`src/rtl/ifetch_unit_if.sv`:
```
// Fetch-stage bus: instruction-memory request/ready channel plus the decode-side valid/stall and redirect signals.
// Optional IFETCH_BNE_EN adds the decoder bne input.
interface ifetch_if #(
  parameter int CNT_W = 32
);
  logic             imem_req;
  logic [31:0]      imem_addr;
  logic             imem_ready;
  logic [31:0]      imem_rdata;
  logic             stall;
  logic             branch;
  logic             zero;
  logic             jump;
  logic [31:0]      branch_imm;
  logic [25:0]      jump_index;
`ifdef IFETCH_BNE_EN
  logic             bne;
`endif
  logic             instr_valid;
  logic [31:0]      instruction;
  logic [5:0]       opcode;
  logic [31:0]      pc_plus4;
  logic [CNT_W-1:0] retired_count;

  // master = fetch unit, slave = memory/decode side
  modport master (
`ifdef IFETCH_BNE_EN
    input  bne,
`endif
    output imem_req, imem_addr, instr_valid, instruction, opcode, pc_plus4, retired_count,
    input  imem_ready, imem_rdata, stall, branch, zero, jump, branch_imm, jump_index
  );

  modport slave (
`ifdef IFETCH_BNE_EN
    output bne,
`endif
    input  imem_req, imem_addr, instr_valid, instruction, opcode, pc_plus4, retired_count,
    output imem_ready, imem_rdata, stall, branch, zero, jump, branch_imm, jump_index
  );
endinterface

```
`src/rtl/ifetch_unit.sv`:
```
// Instruction fetch stage: single-outstanding imem fetch, one held instruction for decode, next-PC on consume.
// Optional IFETCH_BNE_EN adds a bne-taken redirect below beq in priority.
module ifetch_unit #(
  parameter logic [31:0] RESET_PC = 32'h0000_0000,
  parameter int          CNT_W    = 32
) (
  input  logic    clock,
  input  logic    reset,
  ifetch_if.master bus
);

  // state | meaning
  // IDLE  | out of reset, no request yet
  // FETCH | request outstanding at pc, waiting for imem_ready
  // HOLD  | instruction held for decode until a cycle without stall
  typedef enum logic [1:0] {IDLE, FETCH, HOLD} state_t;

  localparam logic [31:0] RESET_PC_A = {RESET_PC[31:2], 2'b00};

  state_t           state_q, state_d;
  logic [31:0]      pc_q, pc_d;
  logic [31:0]      instr_q, instr_d;
  logic [CNT_W-1:0] cnt_q, cnt_d;

  logic [31:0] pc_plus4;
  logic [31:0] branch_tgt;
  logic [31:0] jump_tgt;
  logic [31:0] next_pc;
  logic        br_taken;

  assign pc_plus4   = pc_q + 32'd4;
  assign branch_tgt = pc_plus4 + (bus.branch_imm << 2);
  assign jump_tgt   = {pc_plus4[31:28], bus.jump_index, 2'b00};

  always_comb begin
    br_taken = bus.branch & bus.zero;
`ifdef IFETCH_BNE_EN
    br_taken = br_taken | (bus.bne & ~bus.zero);
`endif
    if (bus.jump)
      next_pc = jump_tgt;
    else if (br_taken)
      next_pc = branch_tgt;
    else
      next_pc = pc_plus4;
  end

  always_comb begin
    state_d = state_q;
    pc_d    = pc_q;
    instr_d = instr_q;
    cnt_d   = cnt_q;
    unique case (state_q)
      IDLE: state_d = FETCH;
      FETCH: begin
        if (bus.imem_ready) begin
          instr_d = bus.imem_rdata;
          state_d = HOLD;
        end
      end
      HOLD: begin
        if (!bus.stall) begin
          // low bits forced to zero so imem_addr stays word aligned
          pc_d    = {next_pc[31:2], 2'b00};
          cnt_d   = cnt_q + CNT_W'(1);
          state_d = FETCH;
        end
      end
      default: state_d = IDLE;
    endcase
  end

  always_ff @(posedge clock or posedge reset) begin
    if (reset) begin
      state_q <= IDLE;
      pc_q    <= RESET_PC_A;
      instr_q <= 32'h0;
      cnt_q   <= '0;
    end else begin
      state_q <= state_d;
      pc_q    <= pc_d;
      instr_q <= instr_d;
      cnt_q   <= cnt_d;
    end
  end

  assign bus.imem_req      = (state_q == FETCH);
  assign bus.imem_addr     = {pc_q[31:2], 2'b00};
  assign bus.instr_valid   = (state_q == HOLD);
  assign bus.instruction   = instr_q;
  assign bus.opcode        = instr_q[31:26];
  assign bus.pc_plus4      = pc_plus4;
  assign bus.retired_count = cnt_q;

endmodule

```
`src/flat_wrapper.sv`:
```
// flat-port wrapper written by rule: the top's interface ports become plain ports
module ifetch_unit_flat 
#(
  parameter logic [31:0] RESET_PC = 32'h0000_0000,
  parameter int          CNT_W    = 32
)
  (clock, reset, bus_imem_req, bus_imem_addr, bus_instr_valid, bus_instruction, bus_opcode, bus_pc_plus4, bus_retired_count, bus_imem_ready, bus_imem_rdata, bus_stall, bus_branch, bus_zero, bus_jump, bus_branch_imm, bus_jump_index);
  ifetch_if #(.CNT_W(CNT_W)) bus_i ();
  input  logic clock;
  input  logic reset;
  output wire logic [$bits(bus_i.imem_req)-1:0] bus_imem_req;
  output wire logic [$bits(bus_i.imem_addr)-1:0] bus_imem_addr;
  output wire logic [$bits(bus_i.instr_valid)-1:0] bus_instr_valid;
  output wire logic [$bits(bus_i.instruction)-1:0] bus_instruction;
  output wire logic [$bits(bus_i.opcode)-1:0] bus_opcode;
  output wire logic [$bits(bus_i.pc_plus4)-1:0] bus_pc_plus4;
  output wire logic [$bits(bus_i.retired_count)-1:0] bus_retired_count;
  input wire logic [$bits(bus_i.imem_ready)-1:0] bus_imem_ready;
  input wire logic [$bits(bus_i.imem_rdata)-1:0] bus_imem_rdata;
  input wire logic [$bits(bus_i.stall)-1:0] bus_stall;
  input wire logic [$bits(bus_i.branch)-1:0] bus_branch;
  input wire logic [$bits(bus_i.zero)-1:0] bus_zero;
  input wire logic [$bits(bus_i.jump)-1:0] bus_jump;
  input wire logic [$bits(bus_i.branch_imm)-1:0] bus_branch_imm;
  input wire logic [$bits(bus_i.jump_index)-1:0] bus_jump_index;
  assign bus_imem_req = bus_i.imem_req;
  assign bus_imem_addr = bus_i.imem_addr;
  assign bus_instr_valid = bus_i.instr_valid;
  assign bus_instruction = bus_i.instruction;
  assign bus_opcode = bus_i.opcode;
  assign bus_pc_plus4 = bus_i.pc_plus4;
  assign bus_retired_count = bus_i.retired_count;
  assign bus_i.imem_ready = bus_imem_ready;
  assign bus_i.imem_rdata = bus_imem_rdata;
  assign bus_i.stall = bus_stall;
  assign bus_i.branch = bus_branch;
  assign bus_i.zero = bus_zero;
  assign bus_i.jump = bus_jump;
  assign bus_i.branch_imm = bus_branch_imm;
  assign bus_i.jump_index = bus_jump_index;
  ifetch_unit #(.RESET_PC(RESET_PC), .CNT_W(CNT_W)) u_core (.clock(clock), .reset(reset), .bus(bus_i));
endmodule
```
`config.mk`:
```
export PLATFORM = sky130hd
export DESIGN_NAME = ifetch_unit_flat
export DESIGN_NICKNAME = d
export VERILOG_FILES = /design/src/rtl/ifetch_unit_if.sv /design/src/rtl/ifetch_unit.sv /design/src/flat_wrapper.sv
export SDC_FILE = /design/constraint.sdc
export NUM_CORES = 1
export LEC_CHECK = 0
export ABC_AREA = 0
export CAP_MARGIN = 20
export CORE_MARGIN = 4
export CORE_UTILIZATION = 50
export DETAILED_ROUTE_END_ITERATION = 10
export PLACE_DENSITY = 0.88
export RECOVER_POWER = 100
export SLEW_MARGIN = 20
export SYNTH_ARGS = -nofsm -noshare
export SYNTH_HDL_FRONTEND = slang
export SYNTH_SLANG_ARGS = --single-unit
```
`constraint.sdc`:
```
create_clock -name clock -period 9.4 [get_ports clock]
set_clock_uncertainty 0.1 [all_clocks]
set_input_delay 0.94 -clock clock [delete_from_list [all_inputs] [get_ports clock]]
set_output_delay 0.94 -clock clock [all_outputs]
set_load 0.005 [all_outputs]
```
## Word-level counts from Yosys, hierarchy flattened

Cells that the tools add are included.

- Multiply operators: 0
- Bitwise operators: 2
- Eq/ne operators: 4
- Reduce and logical (&&, ||, !) cells: 4
- $lt $le $gt $ge: 0
- Multiplexer cells: 5
- Shift-type cells: 0
- $add $sub $neg: 3
- Divide/modulo/power cells: 0

Operator list:

| kind | count |
|---|---|
| $mux 32 | 2 |
| $add 32x1->32 const B | 1 |
| $add 32x3->32 const B | 1 |
| $add 32x32->32 | 1 |
| $pmux 2 s3 | 1 |
| $reduce_and 2->1 | 3 |
| $mux 2 | 2 |
| $eq 2x1->1 const B | 1 |
| $eq 2x2->1 const B | 1 |
| $logic_not 2->1 | 1 |
| $ne 2x1->1 const B | 1 |
| $ne 2x2->1 const B | 1 |
| $and 1x1->1 | 1 |
| $not 1->1 | 1 |

- Output and inout bits: 136
- RAM bits: 0
- Memory bits (read-only): 0
- Flip-flop bits (word level): 96
- Logic and storage cells: 22
- Bits of input ports: 97
- Memories kept: 0
- Latch bits: 0

## Longest topological paths before layout

Gate-level depths: netlist of run 1.

- Depth after elaboration: 4
- Gate-level depth with buffers: 15
- Gate-level depth less buffers: 15

## Worst setup path before layout of run 1

Ideal clock, no wire load.

- Path type: register to register
- Start point: reg u_core.pc_q[2]
- End point: reg u_core.pc_q[29]
- Arrival: 3.247 ns
- Required time: 9.213 ns
- Setup slack: 5.966 ns
- Buffers on the path: 0
- Cell stages (with the launch flop): 15
- Clock period less this slack: 3.434 ns
- Setup time: 0.087 ns
- Cell sequence: dfrtp_1 -> ha_1 -> nand4_2 -> nor3b_4 -> nand4_1 -> xnor2_1 -> ha_1 -> and2_0 -> a221o_1 -> o21ai_1 -> o21ai_2 -> o31ai_4 -> nor3_1 -> mux2_1 -> a22oi_1

- Word-level cells in the longest chain between the ends: 4

RTL lines:

| element | RTL line | source |
|---|---|---|
| start: declaration | ifetch_unit.sv:21 | `logic [31:0] pc_q, pc_d;` |
| start signal: assignment | ifetch_unit.sv:81 | `pc_q <= pc_d;` |
| $add 32x3->32 | ifetch_unit.sv:31 | `assign pc_plus4 = pc_q + 32'd4;` |
| net bus_pc_plus4[18] | flat_wrapper.sv:16 | `output wire logic [$bits(bus_i.pc_plus4)-1:0] bus_pc_plus4;` |
| $add 32x32->32 | ifetch_unit.sv:32 | `assign branch_tgt = pc_plus4 + (bus.branch_imm << 2);` |
| $mux 32 | ifetch_unit.sv:42 | `else if (br_taken)` |
| $mux 32 | ifetch_unit.sv:40 | `if (bus.jump)` |

The timed path passes the listed nets, and every way through them passes these cells.
A chain may end at the register's enable or synchronous reset.

==> metrics.yaml, run 1 <==
global_route:
  grt_pass1_vias: 6226
  globalRouteOverflowTotal: 0
  grt_pass1_wl_mm: 31.5
  track_usage_pct: 26.5
  grt_max_degree: 70
  antenna_found_initial: 1
critical_path:
  slowest_stage: "clkbuf_1"
  worst_ep_required_time_ns: 8.87
  r2r-start: "u_core.pc_q[2]"
  r2r_cells: 14
  slowest_delay_ns: 2.76
  worstPathCellList: "dlygate4sd3_1 > clkinvlp_2 > clkbuf_1"
  worstSetupEndpointType: "async pin"
  reg2reg_slack_ns: 4.73
  cp_data_arrival_time_ns: 5.01
  crit_path_max_fanout: 69
  startpoint_type: "input pin"
  reg2reg_to: "u_core.pc_q[29]"
  path_class: "input pin to async pin"
timing:
  final_max_slew_viol_count: 104
  finalCriticalPeriod_ns: 5.54
  tns_ns: 0
  finalSetupViolations: 0
  slew_headroom_pct: -156
  hold_slack_ns: 0.367
  rsz0062_at_grt: "false"
  worstMarginPinSlew_ns: 3.85
  min_period_over_period_pct: 58.9
  hold_viol_final: 0
  max_freq_mhz: 181
place:
  dp_hpwl_mm: 15.5
  placed_cells: 1078
  io_buffers: 226
  gp_congestion: 0.900
synthesis:
  synth_compound_area_share_pct: 17.3
  ys.flop_type: "dfrtp_1"
  ys_seq_elements: 96
  async_flop_share_pct: 100
  synth_top_family_by_area: "simple AND/OR/NAND/NOR gates"
  synthMuxAreaShare_pct: 6.53
  synth_area_per_cell_um2: 9.40
  synthSimpleGateAreaFrac_pct: 18.6
  synth-edff-count: 0
  synth_area_um2: 6620
  synth_cell_types: 75
  syn_inst: 704
  ys_seq_area_share_pct: 36.3
  synthAdderAreaFrac_pct: 7.30
  yosysWarnings: 0
  synth_xor_area_share_pct: 10.6
floorplan:
  core-area_um2: 12800
  dieWidth_um: 123
  io_pins: 233
  dieArea_um2: 15100
  rows: 41
  initial_utilization_pct: 51.8
  die_h_um: 123
final_layout:
  final.fill_count: 974
  final_common_cell: "dlygate4sd3_1"
  nets: 1052
  seqCellArea_um2: 2400
  drive_gt1_share_pct: 6.40
  multi_input_area_um2: 3850
  area_growth_pct: 37.8
  final_cell_mix: "dlygate4sd3_1, dfrtp_1, clkdlybuf4s50_1"
  instances_no_fill: 1097
cts:
  numCtsBuffers: 9
  hold_buffers: 0
  cts-htree-levels: 3
  cts.path.max_buffers: 2
  cts_setup_buffers: 0
  insertion_delay_ns: 0.35
  cts_resized: 0
  clkTransAtPathRegs_ns: 0.07
  cts_root_buffer: "clkbuf_16"
  clock-sinks: 96
  tritoncts: "done"
status:
  status: "complete, but fails checks"
  violations: "capacitance limit, slew limit"
route:
  via_count: 6369
  drt-total-wl_mm: 20.4
  avgViaCountPerCell: 5.81
  drt_iter0_drc: 446
  drc_errors: 0
  postRouteAntennaNets: 0
  routedWlPerCell_um: 18.6
  drtPass1Iterations: 5
run:
  max-cap-violations: 2
pwr:
  peakVddDrop_v: 0.000150
  power.density_nw_per_um2: 273
  power.leakage_nw: 4.01
worst_hold_path:
  holdPathEnd: "u_core.bus.retired_count[31]"
  hold_class: "register to register"
  hold_start: "u_core.bus.retired_count[31]"
  hold_depth: 1
==> layout make-up <==
class,count,area share [%]
sequential,96,26.3
clock inverter,5,0.425
clock buffer,11,2.77
multi-input combinational,563,42.2
timing repair buffer,232,25.2
antenna,3,0.0823
tap,172,2.36
inverter,15,0.631
==> worst max-delay path: cells and delay by family <==
kind                   cells  cell delay, ns
buffers and inverters      3            4.02
==> cell usage after synthesis, types with 3 or more instances <==
master | number | share of area (%)
dfrtp_1 | 96 | 36
nand2_1 | 79 | 4.5
xnor2_1 | 52 | 6.9
nor2_1 | 48 | 2.7
a21oi_1 | 42 | 3.2
o21ai_0 | 38 | 2.9
ha_1 | 37 | 7.0
mux2_2 | 32 | 5.4
nand3_1 | 24 | 1.8
xor2_1 | 23 | 3.0
clkbuf_1 | 19 | 1.1
a21o_1 | 17 | 1.9
nand4_1 | 16 | 1.5
inv_1 | 14 | 0.79
and3_1 | 13 | 1.2
buf_4 | 10 | 1.1
a211oi_1 | 7 | 0.79
o21ai_1 | 7 | 0.53
o21bai_1 | 7 | 0.79
o22ai_1 | 7 | 0.66
o31ai_1 | 7 | 0.79
and4_1 | 6 | 0.79
mux2i_1 | 6 | 0.91
nor3_1 | 6 | 0.45
o211ai_1 | 6 | 0.68
or3_1 | 6 | 0.57
o21a_1 | 5 | 0.57
a31oi_1 | 4 | 0.38
nor2b_1 | 4 | 0.38
a221oi_1 | 3 | 0.40
a22oi_1 | 3 | 0.34
a31o_2 | 3 | 0.40
buf_1 | 3 | 0.17
==> power by group <==
group | switching (W) | internal (W)
Sequential | 0.000154 | 0.000554
Combinational | 0.000673 | 0.000739
Clock | 0.000171 | 0.000196
Total | 0.000998 | 0.00149
==> worst max-delay path by stage <==
stage / from / end / slack, ns / depth (start not counted)
3_5_place_dp: bus_branch_imm[0] / u_core.pc_q[24] / 5.30 / 11
3_3_place_gp: bus_branch_imm[0] / u_core.pc_q[24] / 5.34 / 11
5_1_grt: reset / u_core.pc_q[21] / 2.98 / 3
6_report: reset / u_core.pc_q[21] / 3.86 / 3
2_1_floorplan: reset / u_core.bus.instruction[0] / 5.85 / 1
4_1_cts: u_core.pc_q[2] / bus_pc_plus4[26] / 5.37 / 7
==> registers in the layout (all words and copies together), names as in the netlist <==
signal                    count
u_core.state_q                2
u_core.bus.instruction       32
u_core.pc_q                  30
u_core.bus.retired_count     32
==> cells by family (layout without fill, tap and decap cells) <==
kind of cell             after synthesis  count (layout)
multiplexers                          39              39
other                                  1               7
AO/OA/AOI/OAI                        175             175
adder cells (fa/ha/maj)               38              38
flip-flops                            96              96
XOR/XNOR                              77              77
buffers and inverters                 48             263
AND/OR/NAND/NOR                      230             230
==> metal layers <==
| layer | vias to the layer above | track usage [%] | share of wire [%] |
|---|---|---|---|
| met1 | 3034 | 32.9 | 39 |
| li1 | 2985 | - | - |
| met5 | - | 0 | 0 |
| met2 | 301 | 45.5 | 49 |
| met3 | 49 | 4.76 | 8.4 |
| met4 | 0 | 11.1 | 2.8 |
==> metrics by stage <==
| stage | total power (W) | utilization [%] | setup WS (ns) | area (µm²) |
|---|---|---|---|---|
| after CTS | 0.00261 | 72.7 | 5.37 | 9290 |
| final | 0.00249 | 71.4 | 3.86 | 9120 |
| after global routing | 0.00268 | 71.3 | 2.98 | 9110 |
| after global placement | 0.00220 | 70.4 | 5.34 | 8990 |
| after floorplan | 0.00155 | - | 5.85 | 6630 |
| after detailed placement | 0.00223 | 70.4 | 5.30 | 8990 |
(Power assumes the default switching activity.)
==> run 2: changes to the inputs <==
- CORE_UTILIZATION: 50 -> 42
- PLACE_DENSITY: 0.88 -> 0.78
- clock period: 9.4 -> 4.9 ns (I/O delays scaled with it)
==> run 2 against run 1 <==
The flow still finishes with violations (capacitance limit, slew limit). Final area up 1.1%. Die area is 18% higher. Non-clock buffer count rose by 2. Core utilization shrank 11 points. Flip-flop and latch count stayed put. Global-route usage decreased by 3.9 points. Total power rose by 91%. Combinational power up 94%. Critical path depth increased by 11. Via count is 3.7% lower. Clock power rose by 79%.
==> metrics.yaml, run 2 (synthesis results as in run 1) <==
status:
  status: "complete, but fails checks"
  violations: "capacitance limit, slew limit"
timing:
  finalCriticalPeriod_ns: 4.19
  min_period_over_period_pct: 85.5
  tns_ns: 0
  hold_viol_final: 0
  finalSetupViolations: 0
  max_freq_mhz: 239
  finalWorstSetupSlack_ns: 0.709
  final_max_slew_viol_count: 101
  slew_headroom_pct: -94.6
  worstMarginPinSlew_ns: 2.90
  hold_slack_ns: 0.360
  rsz0062_at_grt: "false"
critical_path:
  worstPathCellList: "ha_1 > nand4_1 > nor2_1 > nand2_1 > xnor2_1 > ha_1 > nand3_1 > nor4_1 > a211oi_1 > o21ai_0 > a41oi_1 > a31oi_1 > o21bai_1 > nand3_1"
  path_buf_inv: 0
  worst_ep_required_time_ns: 5.02
  crit_end: "u_core.pc_q[31]"
  crit_path_max_fanout: 6
  slowest_stage: "o21ai_0"
  path_class: "register to register"
  worstSetupEndpointType: "register"
  reg2reg_slack_ns: 0.71
  cp_data_arrival_time_ns: 4.31
  crit_cells: 14
  cp_top_family: "compound AO/OA/AOI/OAI gates"
  slowest_delay_ns: 0.64
  r2r-start: "u_core.pc_q[2]"
  startpoint: "u_core.pc_q[2]"
  reg2reg_to: "u_core.pc_q[31]"
  r2r_cells: 14
  startpoint_type: "register"
floorplan:
  rows: 45
  io_pins: 233
  dieArea_um2: 17800
  initial_utilization_pct: 43.2
  dieWidth_um: 134
  die_h_um: 134
  core-area_um2: 15300
worst_hold_path:
  hold_class: "register to register"
cts:
  numCtsBuffers: 9
  hold_buffers: 0
  cts-htree-levels: 3
  cts_setup_buffers: 0
  cts_resized: 0
  tritoncts: "done"
  cts.path.max_buffers: 2
  insertion_delay_ns: 0.35
  clock-sinks: 96
  clkTransAtPathRegs_ns: 0.07
  cts_root_buffer: "clkbuf_16"
pwr:
  peakVddDrop_v: 0.000230
  switching_share_pct: 40.2
  power.switching_w: 0.00191
  clockPowerShare_pct: 13.8
  p_int_w: 0.00283
  power.density_nw_per_um2: 514
  p_seq_share_pct: 28.5
  power.leakage_nw: 4.06
  power_frac_comb_pct: 57.7
route:
  postRouteAntennaNets: 0
  drt-total-wl_mm: 20.2
  drtPass1Iterations: 5
  avgViaCountPerCell: 5.41
  via_count: 6136
  drc_errors: 0
  routedWlPerCell_um: 17.8
  drt_iter0_drc: 446
place:
  io_buffers: 226
  dpl_cell_area_um2: 9060
  gp_congestion: 0.936
  dp_hpwl_mm: 15.7
  pre_cts_ws_ns: 1.03
global_route:
  track_usage_pct: 22.6
  met1_usage_pct: 29.6
  gr-usage-met2_pct: 37.5
  grt.met3_usage_pct: 4.19
  top_usage_layer: "met2"
  grt_max_degree: 67
  grt_pass1_vias: 6182
  globalRouteOverflowTotal: 0
  antenna_found_initial: 1
  grt_pass1_wl_mm: 32.3
final_layout:
  area_growth_pct: 39.3
  drive_gt1_share_pct: 7.48
  final_cell_mix: "dlygate4sd3_1, clkdlybuf4s50_1, dfrtp_1"
  final_common_cell: "dlygate4sd3_1"
  nets: 1054
  design_area_um2: 9220
run:
  max-cap-violations: 2
-- run 2: per-layer routing --
metal | routed length [µm] | up-vias
met5 | 0 | -
met1 | 8770 | 2883
met3 | 1450 | 35
met4 | 387 | 0
li1 | - | 2979
met2 | 9610 | 239
-- run 2: power by group through the flow --
stage	Clock [W]	Sequential, W	Combinational [W]
finish	0.000656	0.00135	0.00274
global placement	0	0.00137	0.00288
detailed placement	0	0.00138	0.00291
global route	0.000701	0.00140	0.00301
CTS	0.000667	0.00137	0.00292
floorplan	0	0.00134	0.00164
-- run 2: cell type report --
class | instances | area, µm²
Fill cell | 1374 | 6100
Multi-Input combinational cell | 563 | 3910
Timing Repair Buffer | 234 | 2320
Antenna cell | 1 | 2.50
Inverter | 15 | 57.6
Sequential cell | 96 | 2400
Tap cell | 211 | 264
Clock buffer | 9 | 225
Clock inverter | 5 | 36.3
-- run 2: worst min path at each step --
stage          depth (start not counted)  slack (ns)                    startpoint                           end
2_1_floorplan                          1        0.36  u_core.bus.retired_count[31]  u_core.bus.retired_count[31]
3_3_place_gp                           1        0.35  u_core.bus.retired_count[31]  u_core.bus.retired_count[31]
3_5_place_dp                           1        0.36  u_core.bus.retired_count[31]  u_core.bus.retired_count[31]
4_1_cts                                1        0.37  u_core.bus.retired_count[31]  u_core.bus.retired_count[31]
5_1_grt                                1        0.40  u_core.bus.retired_count[31]  u_core.bus.retired_count[31]
6_report                               1        0.36  u_core.bus.retired_count[31]  u_core.bus.retired_count[31]
-- run 2: per-stage QoR --
| step | power (W) | utilization (%) | instances |
|---|---|---|---|
| finish | 0.00474 | 60.2 | 1134 |
| global route | 0.00511 | 60.2 | 1134 |
| CTS | 0.00496 | 60.9 | 1133 |
| detailed placement | 0.00428 | 59.2 | 1119 |
| global placement | 0.00425 | 59.2 | 1119 |
| floorplan | 0.00298 | - | 707 |
==> run 3: changes to the inputs <==
- SKIP_LAST_GASP: default -> 1
==> results of run 3 <==
No change in the layout: final DEF, timing and power equal those of run 2.
